--- config.mk ---
export PLATFORM = sky130hd
export DESIGN_NAME = sub_32b_pipe
export DESIGN_NICKNAME = d
export VERILOG_FILES = /design/src/rtl/sha_pkg.sv /design/src/rtl/sub_slice.sv /design/src/rtl/sub_32b_pipe.sv
export SDC_FILE = /design/constraint.sdc
export NUM_CORES = 1
export LEC_CHECK = 0
export CORE_MARGIN = 2
export CORE_UTILIZATION = 43
export CTS_CLUSTER_DIAMETER = 120
export DETAILED_ROUTE_END_ITERATION = 16
export PLACE_DENSITY = 0.6
export RECOVER_POWER = 50
export SYNTH_ARGS = -nofsm -noshare
export SYNTH_HDL_FRONTEND = slang
export SYNTH_HIERARCHICAL = 1
export SYNTH_SLANG_ARGS = --single-unit
export TNS_END_PERCENT = 1
--- constraint.sdc ---
create_clock -name i_clk -period 6.1 [get_ports i_clk]
set_clock_uncertainty 0.2 [all_clocks]
set_input_delay 1.83 -clock i_clk [delete_from_list [all_inputs] [get_ports i_clk]]
set_output_delay 1.83 -clock i_clk [all_outputs]
set_load 0.01 [all_outputs]
--- src/rtl/sha_pkg.sv ---
// Shared width constants for the adder and subtractor datapaths.
package sha_pkg;

    localparam int unsigned ADD_WIDTH = 32;
    localparam int unsigned ADD_SLICE = 8;

    // Pipelined subtractor: WIDTH must be a multiple of SLICE, at least two slices.
    localparam int unsigned SUB_WIDTH = 32;
    localparam int unsigned SUB_SLICE = 8;

endpackage

--- src/rtl/sub_slice.sv ---
// Combinational W-bit subtract slice with borrow in and borrow out.
module sub_slice #(
    parameter int unsigned W = 8
) (
    input  logic [W-1:0] a_i,
    input  logic [W-1:0] b_i,
    input  logic         borrow_i,
    output logic [W-1:0] diff_o,
    output logic         borrow_o
);

    logic [W:0] full;

    // The extra top bit goes to 1 exactly when the slice result is negative.
    assign full     = (W+1)'(a_i) - (W+1)'(b_i) - (W+1)'(borrow_i);
    assign diff_o   = full[W-1:0];
    assign borrow_o = full[W];

endmodule

--- src/rtl/sub_32b_pipe.sv ---
// Slice-pipelined subtractor: one SLICE-bit slice per stage, valid/ready at both ends.
module sub_32b_pipe
    import sha_pkg::*;
#(
    parameter int unsigned WIDTH = SUB_WIDTH,
    parameter int unsigned SLICE = SUB_SLICE
) (
    input  logic             i_clk,
    input  logic             i_rst,
    input  logic             i_valid,
    output logic             o_ready,
    input  logic [WIDTH-1:0] i_a,
    input  logic [WIDTH-1:0] i_b,
    input  logic             i_borrow,
    output logic             o_valid,
    input  logic             i_ready,
    output logic [WIDTH-1:0] o_diff,
    output logic             o_borrow
);

    localparam int unsigned N = WIDTH / SLICE;

    logic             en;
    logic [N-1:0]     vld_q;
    logic [N-1:0]     brw_q;
    logic [N-1:0]     brw_d;
    logic [WIDTH-1:0] d_q [N];
    logic [WIDTH-1:0] d_d [N];
    logic [WIDTH-1:0] a_q [N-1];
    logic [WIDTH-1:0] b_q [N-1];

    // The whole pipe moves together; it only freezes when a result is held.
    assign en      = !vld_q[N-1] || i_ready;
    assign o_ready = en;

    for (genvar k = 0; k < N; k++) begin : g_stage
        logic [SLICE-1:0] sa;
        logic [SLICE-1:0] sb;
        logic [SLICE-1:0] sd;
        logic             sbr;
        logic [WIDTH-1:0] prev_d;

        if (k == 0) begin : g_first
            assign sa     = i_a[SLICE-1:0];
            assign sb     = i_b[SLICE-1:0];
            assign sbr    = i_borrow;
            assign prev_d = '0;
        end else begin : g_next
            assign sa     = a_q[k-1][k*SLICE +: SLICE];
            assign sb     = b_q[k-1][k*SLICE +: SLICE];
            assign sbr    = brw_q[k-1];
            assign prev_d = d_q[k-1];
        end

        sub_slice #(
            .W (SLICE)
        ) u_slice (
            .a_i      (sa),
            .b_i      (sb),
            .borrow_i (sbr),
            .diff_o   (sd),
            .borrow_o (brw_d[k])
        );

        // Slices above k are still zero in prev_d, so OR merges the new slice in.
        assign d_d[k] = prev_d | (WIDTH'(sd) << (k * SLICE));
    end

    always_ff @(posedge i_clk) begin
        if (i_rst) begin
            vld_q <= '0;
            brw_q <= '0;
            for (int k = 0; k < N; k++) begin
                d_q[k] <= '0;
            end
        end else if (en) begin
            vld_q <= {vld_q[N-2:0], i_valid};
            brw_q <= brw_d;
            for (int k = 0; k < N; k++) begin
                d_q[k] <= d_d[k];
            end
        end
    end

    // Operand skew registers carry the unresolved upper slices; contents are don't-care when invalid.
    always_ff @(posedge i_clk) begin
        if (en) begin
            a_q[0] <= i_a;
            b_q[0] <= i_b;
            for (int k = 1; k < N - 1; k++) begin
                a_q[k] <= a_q[k-1];
                b_q[k] <= b_q[k-1];
            end
        end
    end

    assign o_valid  = vld_q[N-1];
    assign o_diff   = d_q[N-1];
    assign o_borrow = brw_q[N-1];

endmodule

; ---- Word-level counts from Yosys, hierarchy flattened
; Memories as Yosys holds them, arrays and structs flattened.
; Cells that the tools add are included.
[classes]
addsub = 8
muxes = 10
bitwise_logic = 7
n_reduce_logical = 2
[ops]
columns = op, count
row1 = 32-bit two-way mux, 4
row2 = 8-bit by 8-bit subtractor with 9-bit output, 4
row3 = 9-bit by 1-bit subtractor with 9-bit output, 4
row4 = 32-bit by 16-bit OR with 32-bit output, 1
row5 = 32-bit by 24-bit OR with 32-bit output, 1
row6 = 32-bit OR, 1
row7 = 1-bit two-way mux, 6
row8 = 1-bit OR, 4
row9 = 1-bit logical NOT, 1
row10 = 1-bit logical OR, 1
[totals]
ff_bits = 8
mem_bits_rw = 320
input_bits = 69
elab_cells = 32
n_memories = 3
[mem_list]
columns = memory, words, width, rd, rd_ports_with_merged_regs, wr, line
row1 = d_q, 4, 32, 4, 0, 4, sub_32b_pipe.sv:27  ; logic [WIDTH-1:0] d_q [N];
row2 = a_q, 3, 32, 3, 0, 3, sub_32b_pipe.sv:29  ; logic [WIDTH-1:0] a_q [N-1];
row3 = b_q, 3, 32, 3, 0, 3, sub_32b_pipe.sv:30  ; logic [WIDTH-1:0] b_q [N-1];

; ---- Depth between registers and ports, before layout
; Gate-level depths: netlist of the first run.
[logic_depth]
word_depth = 6
depth_mapped = 10
ltp_nobuf = 10

; ---- Hierarchy
; Netlist of the first run, hierarchy kept.
[by_module_without_submodules]
columns = mod, instances, cells_each, area_per_inst_um2, seq_area_each_um2
row1 = sub_32b_pipe, 1, 308, 6491.2, 5445.2
row2 = sub_slice, 4, 76, 554.3, 0.0

; ---- Worst setup path before layout of the first run
; OpenSTA, ideal clock, no wires.
[synth_path]
path_type = input to output
startpoint = in i_ready
endpoint = out o_ready
t_arrival_ns = 3.186
t_required_ns = 4.070
path_slack_ns = 0.884
cell_stages = 4
path_cell_list = nor2b_4 buf_6 buf_6 inv_2
[synth_via]
elab_chain_cells = 1
[synth_rtl]
columns = element, line
row1 = start: declaration, sub_32b_pipe.sv:16  ; input logic i_ready,
row2 = 1-bit logical OR, sub_32b_pipe.sv:33  ; assign en = !vld_q[N-1] || i_ready;
row3 = end: declaration, sub_32b_pipe.sv:11  ; output logic o_ready,
; No other way between the ends.

; ---- Worst setup path after layout of the first run
; Ends and elaborated chain as after synthesis.

==> key figures, run 1 <==
Drt
  • Final ANT Viol Nets: 0
  • DRC errors left: 0
  • Vias: roughly 4800
  • Detailed Route Iter0 Violations: 279
  • Vias/cell: 4.79
  • DR WL/cell: around 14 µm
  • Drt pass-1 iters: 4
  • Drt total wl: ~14000 µm

Die
  • Starting Density: between 40% and 50%
  • Core box area: between 0.02 and 0.025 mm²
  • Die Width: approximately 150 µm
  • Ports: between 100 and 150
  • FP Rows: 52
  • Die area: roughly 0.021 mm²
  • Die height: 146 µm

Timing
  • Hold Vio Cnt, Final: 0
  • Clock period minus worst slack: roughly 5400 ps
  • Fin Setup TNS: 0 ps
  • Part of the cycle the worst path needs: 87.7%
  • Worst-Margin Slew: 1820 ps
  • Endpoints failing setup: 0
  • Max frequency: approximately 190 MHz
  • Slew Limit Fails: 88
  • Max_slew headroom: -21.3%
  • RSZ-0062 raised after global routing: no

Global routing
  • Total Routing Usage GR: between 10 and 15%
  • Number of global-route vias before repair: 4862
  • First-pass GRT wire length: ~23000 µm
  • Initial antenna violation count: 0
  • Grt total ovfl: 0
  • Largest net degree at the start of global routing: 94

Run status
  • Status: finished, violations left
  • Violated checks: max-capacitance violations, max-slew violations

Cells and area
  • Syn-to-layout area delta: 19.5%
  • Layout cells sized above 1: 8.89%
  • Final #Nets: between 800 and 900
  • Most common cell after layout, fill and taps aside: edfxtp_1
  • FILL cells: roughly 1800
  • Final core occ: 51.9%
  • Most frequent cells in the layout: edfxtp_1, inv_1, dlygate4sd3_1
  • Antenna cells: 0

Clock network
  • CTS Root Cell: clkbuf_16
  • CTS tree: built
  • Worst skew pair latency: 420 ps
  • Post-CTS Setup Inserts: 0
  • Total CTS buffers: 17
  • Clk slew on worst S/H paths: 70 ps
  • PostCTS Resize Cnt: 0
  • TritonCTS Sinks: 184
  • Max clock buf depth: 2
  • H-tree depth: 4
  • CTS Hold Buffers Added: 0

Critical path
  • Kind of critical path: in -> out
  • Worst-path fanout max: 10
  • Arrival time at the worst endpoint: about 3300 ps
  • CP startpoint kind: primary input
  • CP required: between 4000 and 5000 ps
  • Critical path capture point type: output port

Logic synthesis
  • Seq/Total Area, Yosys: between 60% and 70%
  • Mapped Nets: 745
  • Syn avg cell area: between 10 and 15 µm²
  • Yosys cell types: 39
  • Count of state elements after synthesis: 184
  • Synth Warn #: 6
  • Count of flip-flops with a built-in enable after synthesis: around 180
  • Mapped Cells: 612
  • Predominant post-synthesis flop cell: edfxtp_1
  • Post-synth ARST share: 0%
  • Synth Cell Area: roughly 0.0087 mm²

Placement
  • Port-buffer cells: 103
  • Post-detail-place hpwl: ~9300 µm
  • GP Congestion: roughly 0.75

Power
  • Pleak: 4.31 nW
  • Pwr/cell area: 300 mW/mm²
  • Worst VDD drop: 0.000222 V
  • Total power draw: ~3.1 mW

Job
  • Max-cap violations: 1

Worst hold path
  • Hold Path Class: reg -> reg
==> final timing paths <==
path | slack (ps) | to | depth (start not counted) | start
worst max register to register | 2840 | d_q[1][6]$_SDFFCE_PN0P_ | 4 | vld_q[3]$_SDFFE_PP0P_
worst min-delay path | 220 | b_q[0][60]$_DFFE_PP_ | 0 | b_q[0][28]$_DFFE_PP_
worst max-delay path | 750 | o_ready | 4 | i_ready
worst min register to register | 220 | b_q[0][60]$_DFFE_PP_ | 0 | b_q[0][28]$_DFFE_PP_
==> logic make-up (layout without fill, tap and decap cells) <==
logic type                 after synthesis  count (layout)  share of synthesized area, %
adders and majority gates               64              64                          9.88
xor gates and xnor gates                20              20                          2.01
AOI/OAI and AO/OA                       54              54                          4.94
buffers and inverters                  118             237                          6.15
DFF                                    184             184                          62.5
muxes                                    6               6                         0.690
and+or+nand+nor                        166             166                          13.8
==> flip-flops by register name (all words and copies together) (netlist names) <==
register and count:
d_q 80, brw_q 4, b_q 48, vld_q 4
a_q 48
==> metal layers <==
layer | wire length (µm) | part of all wire (%) | GRT usage, %
met5 | 0 | 0 | 0
met4 | 182 | 1.3 | 5.29
met3 | 571 | 4.1 | 2.91
met2 | 6690 | 48 | 22.4
met1 | 6590 | 47 | 18.1
==> Yosys cell counts, drive strengths merged (6+ instances only) <==
cell type	instances	area [µm²]
dfxtp	8	160
a21boi	8	75.1
a21oi	13	95.1
and2b	8	60.1
xnor2	12	105
nor2	20	75.1
mux2i	6	60.1
buf	20	168
nor3b	80	701
nand3	8	40.0
inv	98	368
o21ai	13	65.1
nand2b	8	50.1
fa	8	160
ha	56	701
xor2	8	70.1
edfxtp	176	5290
nand2	16	70.1
==> worst max-delay path: stages <==
cell	delay (ps)
dlygate4sd3_1	620
nor2b_1	260
inv_4	110
clkdlybuf4s50_1	500
==> power by group <==
part,internal (mW),switching [mW],leakage (nW)
logic,0.270,0.259,2.01
registers,1.52,0.0343,2.03
clock network,0.572,0.474,0.278
total,2.36,0.767,4.31
==> through the flow <==
stage | worst slack, ps | cells | instance area, µm² | hold slack (ps)
4_1_cts | 855 | 1001 | 10500 | 220
2_1_floorplan | 884 | 612 | 8710 | 200
3_5_place_dp | 863 | 969 | 9950 | 205
3_3_place_gp | 887 | 969 | 9950 | 203
6_report | 749 | 1001 | 10400 | 219
5_1_grt | 668 | 1001 | 10400 | 225
==> cell type report <==
cell class                      instances  area [µm²]  area share (%)
Timing Repair Buffer                  107        1060            10.1
Clock inverter                         15         148            1.42
Sequential cell                       184        5450            52.3
Multi-Input combinational cell        310        2630            25.2
Clock buffer                           17         425            4.09
Tap cell                              270         338            3.25
Inverter                               98         370            3.56
(Power assumes the default switching activity.)
==> run 2, diff against run 1 <==
--- a/config.mk
+++ b/config.mk
@@ -6,10 +6,10 @@
 export NUM_CORES = 1
 export LEC_CHECK = 0
 export CORE_MARGIN = 2
-export CORE_UTILIZATION = 43
+export CORE_UTILIZATION = 35
 export CTS_CLUSTER_DIAMETER = 120
 export DETAILED_ROUTE_END_ITERATION = 16
-export PLACE_DENSITY = 0.6
+export PLACE_DENSITY = 0.5
 export RECOVER_POWER = 50
 export SYNTH_ARGS = -nofsm -noshare
 export SYNTH_HDL_FRONTEND = slang
==> key figures, run 2 (synthesis gave the netlist of run 1 again) <==
Run status
  • Status: finished, violations left
  • Violated checks: max-capacitance violations, max-slew violations

Die
  • Die height: between 150 and 200 µm
  • Core box area: roughly 0.024 mm²
  • Die area: ~0.026 mm²
  • Die Width: roughly 160 µm
  • Ports: between 100 and 150
  • FP Rows: 57
  • Starting Density: between 30% and 40%

Worst hold path
  • Hold Path Cell Cnt: 0
  • Hold Path End: b_q[0][57]$_DFFE_PP_
  • Worst hold path startpoint: b_q[0][25]$_DFFE_PP_
  • Hold Path Class: reg -> reg

Cells and area
  • Most common cell after layout, fill and taps aside: edfxtp_1
  • FILL cells: 2276
  • Multi-input logic area: 0.00263 mm²
  • Most flops, register: d_q
  • Most frequent cells in the layout: edfxtp_1, inv_1, dlygate4sd3_1
  • Fin cells: 1057
  • Number of flip-flops in the largest register: 80
  • Biggest regs: d_q x80, a_q x48, b_q x48
  • Layout cells sized above 1: between 9 and 10%
  • Final #Nets: between 800 and 900
  • Sequential cell area: 0.00545 mm²
  • Syn-to-layout area delta: 20.1%

Critical path
  • Worst r2r dst: b_q[0][12]$_DFFE_PP_
  • FF-to-FF path depth: 4
  • R2R Path Start: vld_q[3]$_SDFFE_PP0P_
  • Kind of critical path: in -> out
  • Arrival time at the worst endpoint: between 3000 and 4000 ps
  • Worst-path fanout max: 6
  • CP startpoint kind: primary input
  • Flop-to-flop setup slack: roughly 2700 ps
  • CP required: 4070 ps
  • Critical path capture point type: output port

Placement
  • Port-buffer cells: approximately 100
  • GP Congestion: ~0.74
  • Post-detail-place hpwl: roughly 9600 µm
  • Dpl cells: approximately 1000

Clock network
  • CTS Hold Buffers Added: 0
  • CTS tree: built
  • H-tree depth: 4
  • PostCTS Resize Cnt: 0
  • Post-CTS Setup Inserts: 0
  • CTS Root Cell: clkbuf_16
  • TritonCTS Sinks: 184
  • Total CTS buffers: 17
  • Worst skew pair latency: 430 ps
  • Clk slew on worst S/H paths: 70 ps
  • Max clock buf depth: 2

Timing
  • Final hold slack: ~220 ps
  • Fin Setup TNS: 0 ps
  • Part of the cycle the worst path needs: between 90% and 100%
  • RSZ-0062 raised after global routing: no
  • Max frequency: around 180 MHz
  • Worst-Margin Slew: ~1800 ps
  • Endpoints failing setup: 0
  • Hold Vio Cnt, Final: 0
  • Slew Limit Fails: approximately 120
  • Clock period minus worst slack: between 5000 and 6000 ps
  • Max_slew headroom: -18.5%

Drt
  • DR WL/cell: 13.9 µm
  • Drt total wl: around 15000 µm
  • DRC errors left: 0
  • Vias/cell: ~4.6
  • Detailed Route Iter0 Violations: ~240
  • Final ANT Viol Nets: 0
  • Vias: 4811
  • Drt pass-1 iters: 6

Global routing
  • Initial antenna violation count: 1
  • Number of global-route vias before repair: between 4000 and 5000
  • Grt total ovfl: 0
  • Largest net degree at the start of global routing: 94
  • First-pass GRT wire length: around 24000 µm
  • Total Routing Usage GR: 11.6%

Power
  • Worst VDD drop: 0.000153 V
  • Pwr/cell area: approximately 300 mW/mm²
  • Pleak: roughly 4.3 nW

Job
  • Max-cap violations: 2
## run 2: layout make-up
| cell class | instances | area share [%] |
|---|---|---|
| timing repair buffer | 108 | 10.1 |
| clock inverter | 14 | 1.08 |
| sequential | 184 | 52.1 |
| multi-input combinational | 310 | 25.2 |
| clock buffer | 18 | 4.10 |
| antenna | 1 | 0.0239 |
| inverter | 98 | 3.53 |
| tap | 324 | 3.88 |
## run 2: power by group
group | internal (mW) | switching, mW | total, mW
logic | 0.271 | 0.263 | 0.534
registers | 1.52 | 0.0348 | 1.55
clock network | 0.532 | 0.488 | 1.02
## run 2: worst max-delay path by stage
| stage | from | to | slack [ps] | cells past startpoint |
|---|---|---|---|---|
| 2_1_floorplan | i_ready | o_ready | 880 | 4 |
| 3_3_place_gp | i_ready | o_ready | 930 | 4 |
| 3_5_place_dp | i_ready | o_ready | 920 | 4 |
| 4_1_cts | i_ready | o_ready | 920 | 4 |
| 5_1_grt | i_ready | o_ready | 450 | 4 |
| 6_report | i_ready | o_ready | 560 | 4 |
## run 2: critical path, stage by stage
cell and delay [ps]:
dlygate4sd3_1 620, nor2b_1 270, clkinvlp_2 250, clkdlybuf4s50_1 530
## run 2: metrics by stage
stage	utilization, %	worst slack (ps)	cell area, µm²	power, mW
6_report	42.9	565	10500	3.11
5_1_grt	42.9	454	10500	3.27
4_1_cts	43.3	921	10600	3.17
3_5_place_dp	41.1	921	10000	2.14
3_3_place_gp	41.1	929	10000	2.13
2_1_floorplan	-	884	8710	1.95
## run 2: layer usage
| metal | wire length [µm] | track usage, % | vias up |
|---|---|---|---|
| met1 | 7120 | 15.5 | 2309 |
| met3 | 699 | 3.58 | 14 |
| met4 | 178 | 3.86 | 0 |
| li1 | - | - | 2396 |
| met5 | 0 | 0 | - |
| met2 | 6680 | 17.9 | 92 |
==> run 3, diff against run 2 <==
--- a/config.mk
+++ b/config.mk
@@ -5,7 +5,7 @@
 export SDC_FILE = /design/constraint.sdc
 export NUM_CORES = 1
 export LEC_CHECK = 0
-export CORE_MARGIN = 2
+export CORE_MARGIN = 1
 export CORE_UTILIZATION = 35
 export CTS_CLUSTER_DIAMETER = 120
 export DETAILED_ROUTE_END_ITERATION = 16
==> key figures, run 3 (synthesis gave the netlist of run 1 again) <==
Run status
  • Status: finished, violations left
  • Violated checks: max-capacitance violations, max-slew violations

Placement
  • GP Congestion: between 0.7 and 0.8
  • Dpl cells: around 1000
  • Post-detail-place hpwl: roughly 9800 µm
  • Place WS: 949 ps
  • Port-buffer cells: a little over 100
  • Area after DPL: between 0.01 and 0.015 mm²

Cells and area
  • Most frequent cells in the layout: edfxtp_1, inv_1, dlygate4sd3_1
  • Biggest regs: d_q x80, a_q x48, b_q x48
  • Number of flip-flops in the largest register: 80
  • Fin cells: 1057
  • Post-route cell area: ~0.011 mm²
  • Most common cell after layout, fill and taps aside: edfxtp_1
  • Syn-to-layout area delta: 21.1%
  • Antenna cells: 0
  • Layout cells sized above 1: a little under a tenth
  • Final core occ: 43.3%
  • Final #Nets: ~850
  • Most flops, register: d_q

Critical path
  • Max incr delay on CP: about 610 ps
  • R2R Path Start: vld_q[3]$_SDFFE_PP0P_
  • Worst path cell trace: dlygate4sd3_1, nor2b_1, inv_4, clkdlybuf4s50_1
  • CP bufs+invs: 3
  • CP delay by family, top: buffers and inverters
  • Arrival time at the worst endpoint: ~3300 ps
  • Slowest stage cell on the critical path: dlygate4sd3_1
  • CP required: 4070 ps
  • Worst r2r dst: d_q[3][21]$_SDFFCE_PN0P_
  • Flop-to-flop setup slack: ~2700 ps
  • CP startpoint kind: primary input
  • Critical path capture point type: output port
  • Crit. Startpoint: i_ready
  • Kind of critical path: in -> out
  • Worst-path fanout max: 6
  • FF-to-FF path depth: 4

Global routing
  • Grt total ovfl: 0
  • Initial antenna violation count: 0
  • Total Routing Usage GR: a little under an eighth
  • Largest net degree at the start of global routing: between 60 and 70
  • Number of global-route vias before repair: 4757
  • First-pass GRT wire length: 23900 µm

Timing
  • PnR worst setup slack: approximately 820 ps
  • Part of the cycle the worst path needs: between 80% and 90%
  • Slew Limit Fails: 64
  • Max_slew headroom: -19.1%
  • Worst-Margin Slew: ~1800 ps
  • Hold Vio Cnt, Final: 0
  • Endpoints failing setup: 0
  • Max frequency: 190 MHz
  • RSZ-0062 raised after global routing: no
  • Fin Setup TNS: 0 ps
  • Clock period minus worst slack: between 5000 and 6000 ps
  • Final hold slack: between 200 and 250 ps

Power
  • Clock Power Share: 35.4%
  • Pleak: about 4.3 nW
  • Worst VDD drop: between 0.00015 and 0.0002 V
  • Switching share of power: 24.2%
  • Share of power burned in registers: between 40 and 50%
  • Internal cell power: ~2.4 mW
  • Total power draw: about 3.2 mW
  • Pwr/cell area: between 300 and 400 mW/mm²
  • Sw power: around 0.8 mW
  • Comb power frac: 16.5%

Worst hold path
  • Worst hold path startpoint: b_q[0][29]$_DFFE_PP_
  • Hold Path End: b_q[0][61]$_DFFE_PP_
  • Hold Path Class: reg -> reg
  • Hold Path Cell Cnt: 0

Drt
  • DR WL/cell: about 14 µm
  • Detailed Route Iter0 Violations: 273
  • Drt total wl: 14400 µm
  • DRC errors left: 0
  • Vias: 4740
  • Vias/cell: 4.48
  • Drt pass-1 iters: 4
  • Final ANT Viol Nets: 0

Die
  • FP Rows: between 50 and 60
  • Ports: approximately 100
  • Starting Density: between 30% and 40%
  • Die area: roughly 0.026 mm²
  • Core box area: approximately 0.024 mm²
  • Die Width: approximately 160 µm
  • Die height: about 160 µm

Clock network
  • TritonCTS Sinks: 184
  • Total CTS buffers: 17
  • Clk slew on worst S/H paths: 70 ps
  • Worst skew pair latency: 430 ps
  • Max clock buf depth: 2
  • H-tree depth: 4
  • CTS Root Cell: clkbuf_16
  • PostCTS Resize Cnt: 0
  • CTS tree: built
  • CTS Hold Buffers Added: 0
  • Post-CTS Setup Inserts: 0

Job
  • Max-cap violations: 2
-- run 3: cell count changes in the layout (fill, tap and decap cells not counted), moves of 2 or more --
cell and delta:
nor3b_2 +3, clkinv_2 -2, nor3b_1 -3, bufinv_16 +3, inv_6 -3
-- run 3: worst max-delay path by stage --
stage                    to  cells past startpoint
finish              o_ready                      4
global route        o_ready                      4
CTS                 o_ready                      4
detailed placement  o_ready                      4
global placement    o_ready                      4
floorplan           o_ready                      4
-- run 3: cell type report --
class                           instances  area, µm²
Fill cell                            2283      13800
Sequential cell                       184       5450
Multi-Input combinational cell        310       2650
Timing Repair Buffer                  109       1070
Clock buffer                           17        425
Tap cell                              324        405
Inverter                               98        370
Clock inverter                         15        190
-- run 3: power groups by stage --
stage,registers (mW),logic (mW),clock network (mW)
final,1.55,0.530,1.14
after floorplan,1.58,0.367,0
after detailed placement,1.58,0.553,0
after global placement,1.58,0.546,0
after global routing,1.57,0.596,1.21
after CTS,1.56,0.559,1.18
-- run 3: metal layers --
metal,part of all wire (%),routed length [µm],up-vias,GRT usage (%)
met1,50,7260,2246,16.1
li1,-,-,2399,-
met2,45,6510,86,18.2
met4,0.82,119,0,3.54
met5,0,0,-,0
met3,3.8,545,9,3.22
